### config.mk
export PLATFORM = sky130hd
export DESIGN_NAME = cdb_arbiter
export DESIGN_NICKNAME = d
export VERILOG_FILES = /design/src/rtl/cdb_pkg.sv /design/src/rtl/rr_pick.sv /design/src/rtl/cdb_arbiter.sv
export SDC_FILE = /design/constraint.sdc
export NUM_CORES = 1
export LEC_CHECK = 0
export BUFFER_PORTS_ARGS = -buffer_cell sky130_fd_sc_hd__clkbuf_2
export CORE_AREA = 2 2 142 144
export DETAILED_ROUTE_END_ITERATION = 12
export DIE_AREA = 0 0 144 146
export SYNTH_ARGS = -nofsm -noshare
export SYNTH_HDL_FRONTEND = slang
export SYNTH_SLANG_ARGS = --single-unit
### constraint.sdc
create_clock -name clk -period 2.7 [get_ports clk]
set_clock_uncertainty 0.2 [all_clocks]
set_input_delay 0.54 -clock clk [delete_from_list [all_inputs] [get_ports clk]]
set_output_delay 0.54 -clock clk [all_outputs]
set_load 0.03 [all_outputs]
### src/rtl/cdb_pkg.sv
// Shared constants for the common-data-bus arbiter: widths, reservation-station
// tags and requester indices.
package cdb_pkg;

  localparam int N_REQ  = 4;
  localparam int DATA_W = 64;
  localparam int TAG_W  = 4;
  localparam int ROB_W  = 2;

  // Tag 0 on the bus means "nothing broadcast this cycle".
  localparam logic [TAG_W-1:0] NOTAG  = 4'd0;
  localparam logic [TAG_W-1:0] ADD_1  = 4'd1;
  localparam logic [TAG_W-1:0] ADD_2  = 4'd2;
  localparam logic [TAG_W-1:0] ADD_3  = 4'd3;
  localparam logic [TAG_W-1:0] MULT_1 = 4'd4;
  localparam logic [TAG_W-1:0] MULT_2 = 4'd5;
  localparam logic [TAG_W-1:0] LD_1   = 4'd6;
  localparam logic [TAG_W-1:0] LD_2   = 4'd7;
  localparam logic [TAG_W-1:0] LD_3   = 4'd8;
  localparam logic [TAG_W-1:0] ST_1   = 4'd9;
  localparam logic [TAG_W-1:0] ST_2   = 4'd10;

  typedef enum logic [1:0] {
    REQ_ADD  = 2'd0,
    REQ_MULT = 2'd1,
    REQ_LD   = 2'd2,
    REQ_ST   = 2'd3
  } req_idx_e;

endpackage

### src/rtl/rr_pick.sv
// Combinational rotate-priority picker: one-hot grant to the first eligible
// index found scanning ptr, ptr+1, ... modulo NREQ.
module rr_pick #(
  parameter int NREQ  = 4,
  parameter int PTR_W = 2
) (
  input  logic [NREQ-1:0]  elig,
  input  logic [PTR_W-1:0] ptr,
  output logic [NREQ-1:0]  grant
);

  logic [2*NREQ-1:0] dbl_elig;
  logic [2*NREQ-1:0] dbl_gnt;
  logic [NREQ-1:0]   rot_elig;
  logic [NREQ-1:0]   rot_gnt;

  // Rotate so ptr sits at bit 0, isolate the lowest set bit, rotate back.
  // Relies on ptr < NREQ, which the owner of the pointer guarantees.
  always_comb begin
    dbl_elig = {elig, elig} >> ptr;
    rot_elig = dbl_elig[NREQ-1:0];
    rot_gnt  = rot_elig & (~rot_elig + NREQ'(1));
    dbl_gnt  = {rot_gnt, rot_gnt} << ptr;
    grant    = dbl_gnt[2*NREQ-1:NREQ];
  end

endmodule

### src/rtl/cdb_arbiter.sv
// Round-robin arbiter onto the common data bus: picks one ready reservation
// station per cycle and registers its tag/data/ROB slot as the next broadcast.
module cdb_arbiter #(
  parameter int NREQ   = cdb_pkg::N_REQ,
  parameter int DATA_W = cdb_pkg::DATA_W,
  parameter int TAG_W  = cdb_pkg::TAG_W,
  parameter int ROB_W  = cdb_pkg::ROB_W
) (
  input  logic                     clk,
  input  logic                     rst,
  input  logic [NREQ-1:0]          req,
  input  logic [NREQ*TAG_W-1:0]    req_tag,
  input  logic [NREQ*DATA_W-1:0]   req_data,
  input  logic [NREQ*ROB_W-1:0]    req_rob,
  input  logic                     cdb_stall,
  output logic [NREQ-1:0]          grant,
  output logic                     cdb_valid,
  output logic [TAG_W-1:0]         cdb_id,
  output logic [DATA_W-1:0]        cdb_data,
  output logic [ROB_W-1:0]         cdb_rob,
  output logic                     bad_req
);

  import cdb_pkg::*;

  localparam int PTR_W = (NREQ > 1) ? $clog2(NREQ) : 1;

  logic [NREQ-1:0]   tag_zero;
  logic [NREQ-1:0]   elig;
  logic [NREQ-1:0]   pick;

  logic [PTR_W-1:0]  rr_ptr_d,    rr_ptr_q;
  logic              cdb_valid_d, cdb_valid_q;
  logic [TAG_W-1:0]  cdb_id_d,    cdb_id_q;
  logic [DATA_W-1:0] cdb_data_d,  cdb_data_q;
  logic [ROB_W-1:0]  cdb_rob_d,   cdb_rob_q;
  logic              bad_req_d,   bad_req_q;

  for (genvar i = 0; i < NREQ; i++) begin : g_elig
    assign tag_zero[i] = (req_tag[i*TAG_W +: TAG_W] == TAG_W'(NOTAG));
  end

  // A request carrying the idle tag can never be broadcast.
  assign elig = req & ~tag_zero;

  rr_pick #(
    .NREQ  (NREQ),
    .PTR_W (PTR_W)
  ) u_pick (
    .elig  (elig),
    .ptr   (rr_ptr_q),
    .grant (pick)
  );

  // Requesters treat grant as an ack, so it must be silent under stall/reset.
  assign grant = (rst || cdb_stall) ? '0 : pick;

  always_comb begin
    rr_ptr_d    = rr_ptr_q;
    cdb_valid_d = 1'b0;
    cdb_id_d    = '0;
    cdb_data_d  = '0;
    cdb_rob_d   = '0;
    bad_req_d   = |(req & tag_zero);
    for (int i = 0; i < NREQ; i++) begin
      if (grant[i]) begin
        cdb_valid_d = 1'b1;
        cdb_id_d    = req_tag[i*TAG_W +: TAG_W];
        cdb_data_d  = req_data[i*DATA_W +: DATA_W];
        cdb_rob_d   = req_rob[i*ROB_W +: ROB_W];
        rr_ptr_d    = (i == NREQ-1) ? '0 : PTR_W'(i + 1);
      end
    end
  end

  always_ff @(posedge clk or posedge rst) begin
    if (rst) begin
      rr_ptr_q    <= '0;
      cdb_valid_q <= 1'b0;
      cdb_id_q    <= '0;
      cdb_data_q  <= '0;
      cdb_rob_q   <= '0;
      bad_req_q   <= 1'b0;
    end else begin
      rr_ptr_q    <= rr_ptr_d;
      cdb_valid_q <= cdb_valid_d;
      cdb_id_q    <= cdb_id_d;
      cdb_data_q  <= cdb_data_d;
      cdb_rob_q   <= cdb_rob_d;
      bad_req_q   <= bad_req_d;
    end
  end

  assign cdb_valid = cdb_valid_q;
  assign cdb_id    = cdb_id_q;
  assign cdb_data  = cdb_data_q;
  assign cdb_rob   = cdb_rob_q;
  assign bad_req   = bad_req_q;

endmodule

Word-level counts from Yosys, hierarchy flattened:

Cells that the tools add are included.

* logic and storage cells: 42
* register bits: 74
* output and inout bits: 76
* input bits: 287

* shifts and indexed selects: 2
* mux-type cells: 21
* bitwise gates (word level): 5
* $add $sub $neg: 1
* reductions and logical operators: 7

Operators with widths (number)
* 64-bit two-way mux: 4
* 4-bit two-way mux: 5
* 4-bit logical NOT: 4
* 2-bit two-way mux: 8
* 4-bit bitwise AND: 3
* 4-bit inverter: 2
* 8-bit by 2-bit << shifter with 8-bit output: 1
* 8-bit by 2-bit >> shifter with 4-bit output: 1
* 4-bit by 1-bit adder with 4-bit output (second input constant): 1
* 1-bit two-way mux: 4
* 4-bit nonzero test: 1
* 4-bit OR reduction: 1
* 1-bit logical OR: 1

Depth between registers and ports, before layout:

* depth in word-level cells: 13
* mapped depth: 8
* mapped depth without buffers: 5

Cells and area by module:

A second synthesis with hierarchy kept.

* cell total of the unflattened synthesis: 523
* area, all modules: 4337.9 um2

By module, submodules not included
* cdb_arbiter: cells an instance 507, sequential area each 1851.8 um2, area an instance 4239.1 um2, times used 1
* rr_pick: cells an instance 16, sequential area each 0.0 um2, area an instance 98.8 um2, times used 1

Worst setup path before layout:

OpenSTA, ideal clock, no wires.

* path kind: input -> output
* start point: in req_tag[2]
* end point: out grant[3]
* data arrival time: 2.322 ns
* setup slack: -0.362 ns
* stages on the path: 5
* required time: 1.960 ns
* buffers on the path: 1
* cell sequence: o41a_1 -> a21oi_1 -> o221ai_1 -> clkbuf_1 -> nor3_1

* longest elaborated chain between the ends: 9

RTL lines
* start, declared: line cdb_arbiter.sv:12 `input logic [NREQ*TAG_W-1:0] req_tag,`
* 4-bit logical NOT (*): line cdb_arbiter.sv:40 `assign tag_zero[i] = (req_tag[i*TAG_W +: TAG_W] == TAG_W'(NOTAG));`
* 4-bit inverter (*): line cdb_arbiter.sv:44 `assign elig = req & ~tag_zero;`
* 4-bit bitwise AND (*): line cdb_arbiter.sv:44
* 8-bit by 2-bit >> shifter with 4-bit output (*): line rr_pick.sv:20 `dbl_elig = {elig, elig} >> ptr;`
* 4-bit inverter: line rr_pick.sv:22 `rot_gnt = rot_elig & (~rot_elig + NREQ'(1));`
* 4-bit by 1-bit adder with 4-bit output: line rr_pick.sv:22
* 4-bit bitwise AND (*): line rr_pick.sv:22
* 8-bit by 2-bit << shifter with 8-bit output (*): line rr_pick.sv:23 `dbl_gnt = {rot_gnt, rot_gnt} << ptr;`
* 4-bit two-way mux (*): line cdb_arbiter.sv:56 `assign grant = (rst || cdb_stall) ? '0 : pick;`
* end, declared: line cdb_arbiter.sv:16 `output logic [NREQ-1:0] grant,`

Mark *: on every way between the ends. The rest lies on a longest branch, timed or not.

Final worst setup path:

* start point: in req_tag[1]
* end point: out grant[0]

Same word-level chain as after synthesis.

==> metrics <==
status finished, final reports clean; CTS root buffer clkbuf_16; reg2reg start rr_ptr_q[1]; Hold Fails Final Rpt 0; Worst Path Max Fanout 4; clock tree buffer depth 2; Chip Width 144 µm; crit end category output pin; Port Buffers about 360; DR vias 5093; GRT Residual Overflow 0; CTS tree built; vias in the first global route 5090; Worst Path Buf+Inv 3; family with the most delay on the worst path compound AO/OA/AOI/OAI gates; number of clock sinks between 70 and 80; detailed placer's ending HPWL 14.2 mm; R2R depth 7; die height 146 µm; layout cells sized above 1 a little over half; Starting Density 21.1%; WP data required 1.96 ns; fillcell total between 2000 and 2500; setup violators final 0; CTS H-tree lvls 3; row count 51; final-report max-slew violation count 0; max-cap violation count 0; syn nets roughly 740; Clock Latency Late Sink 0.33 ns; hold_ws 0.0267 ns; crit share post-route 98.0%; Ports approximately 360; CTS clk-pin slew, worst paths about 0.060 ns; Synth Warn # 0; DRC viols 0; Largest stage delay, worst path about 0.47 ns; Hold Crit Class input pin to async pin; most numerous cell on the critical path clkbuf_2; register area share after synthesis a little under half; worst relative slew slack 61.8%; first-pass GRT wire length about 27 mm; CP arrival 1.91 ns; Placer Congestion 0.839; Critical-path top delay cell o41a_1; Area Overhead vs Synth 64.1%; Routed WL 18.4 mm; drt wl/cell 17.0 µm; #FFs+latches synth 74; ANT nets after route 0; initial antenna violation count 1; CP Class input pin to output pin; CP startpoint kind input pin; minimum clock period between 2 and 3 ns; Core Area 19300 µm²; power per cell area 718 nW/µm²; Mapped Cells 455; Final nets 1099; Crit Reg-Reg Endpoint cdb_data[24]; crit path to grant[0]; DRT Pass-1 Iters 6; Fmax 378 MHz; DIE AREA 21000 µm²; Num CTS Buffers 9; Via density 4.70; largest net degree at the start of global routing 42; Avg Cell Area, Syn 8.97 µm²; unrepaired setup endpoints after global routing yes; Netlist Area Pre-Place 4080 µm²; reg2reg setup slack 0.52 ns; P_leak around 3.3 nW; worst vdd ir ~0.54 mV; Worst-Margin Slew ~0.57 ns; Global Route Usage Sum around 17%; Synth cell types 33; stages on the worst setup path 7; Worst Setup SP req_tag[1]; initial DRC count 260; Total Power roughly 4.8 mW; worst-path cell chain clkbuf_2 > o41a_1 > buf_4 > nand2_1 > o22ai_4 > and2_2 > clkbuf_2
-- routing by layer --
layer  track usage, %  share of wire, %  vias to the layer above  wire (µm)
met5                0                 0                        -          0
met4             5.59               2.2                        0        409
met3             4.94               8.4                       23       1560
met2             29.7                49                      231       9030
met1             19.4                40                     2359       7420
li1                 -                 -                     2480          -
-- cell usage in the layout (no fill, tap or decap), drive strengths merged, types with 2 or more instances in the layout --
| cell | count |
|---|---|
| clkbuf | 371 |
| o21ai | 144 |
| a21oi | 75 |
| dfrtp | 74 |
| a22oi | 71 |
| buf | 31 |
| nand2 | 7 |
| nor4 | 4 |
| a32oi | 4 |
| clkinvlp | 4 |
| o41ai | 4 |
| inv | 4 |
| o41a | 3 |
| nor2 | 3 |
| and2 | 2 |
| o221a | 2 |
| nand3 | 2 |
| o22ai | 2 |
| o32ai | 2 |
-- worst min-delay path by stage --
stage	slack [ns]	startpoint	depth (start not counted)	to
global placement	0.39	rst	2	cdb_id[2]
CTS	0.03	rst	2	cdb_id[2]
finish	0.03	rst	2	cdb_id[2]
floorplan	0.47	req[0]	2	bad_req
global route	0.04	rst	2	cdb_id[2]
detailed placement	0.40	rst	2	cdb_id[2]
-- area by class of cell --
cell class	count	area (µm²)	area share, %
multi-input cells	332	2080	31.1
clock buffers	11	243	3.62
clock inverters	5	38.8	0.579
well taps	265	332	4.95
inverters	4	16.3	0.243
flip-flops and latches	74	1850	27.7
repair buffers	391	2130	31.8
diodes	1	2.50	0.0374
-- timing repair --
item                       CTS  global route
hold endpoints to repair     0             0
resized for setup            1             5
setup endpoints to repair    1             3
setup buffers                0             1
gates cloned                 0             0
pin swaps                    0             2
hold buffers                 0             0
-- synth_stat cells --
cell	instances	area share, %
nor2b_1	1	0.15
dfrtp_1	74	45
nor2_1	3	0.28
nor3_1	1	0.12
inv_1	4	0.37
a32o_1	1	0.25
buf_2	12	1.5
a22oi_1	70	13
o41ai_4	2	1.3
clkbuf_2	1	0.12
o41a_1	3	0.83
nor4_1	4	0.61
and2_1	2	0.31
nand2_1	7	0.64
a21oi_1	75	9.2
clkbuf_1	27	2.5
o221ai_1	1	0.21
o22ai_1	1	0.15
buf_6	3	0.83
a221oi_1	1	0.21
o221a_2	2	0.55
buf_4	2	0.37
o21ai_0	130	16
o21ai_1	14	1.7
o22ai_2	1	0.31
mux2i_1	1	0.25
a22oi_2	1	0.31
a32oi_1	4	0.86
o32ai_2	1	0.40
o41ai_2	2	0.80
o31a_1	1	0.21
o32ai_1	1	0.21
nand3_1	2	0.25
-- report_power, final --
part	leakage (nW)	internal [mW]	switching [mW]
Combinational	2.20	0.827	1.48
Clock	0.124	0.652	0.503
Sequential	1.00	1.27	0.0739
Total	3.32	2.75	2.06
-- per-stage QoR --
step / area, µm² / TNS (ns) / setup slack, ns / instances / util [%]
final: 6700 / 0 / 0.0538 / 1083 / 34.6
after global routing: 6700 / -0.00729 / -0.00729 / 1083 / 34.6
after CTS: 6670 / 0 / 0.00261 / 1081 / 34.5
after detailed placement: 6380 / -0.492 / -0.0739 / 1065 / 33.0
after global placement: 6380 / -0.282 / -0.0596 / 1065 / 33.0
after floorplan: 4100 / -0.0116 / -0.0116 / 455 / -
-- cells by family after synthesis --
family,after synthesis,synth area share [%]
flip-flops,74,45.4
AO/OA/AOI/OAI,311,46.4
buffers and inverters,49,5.64
multiplexers,1,0.245
AND/OR/NAND/NOR,20,2.36
-- registers in the layout, summed over array words and instances, names as in the netlist --
register,count
cdb_data,64
cdb_id,4
cdb_rob,2
rr_ptr_q,2
bad_req,1
cdb_valid,1
Note: power is estimated with default switching activity, not from simulation.
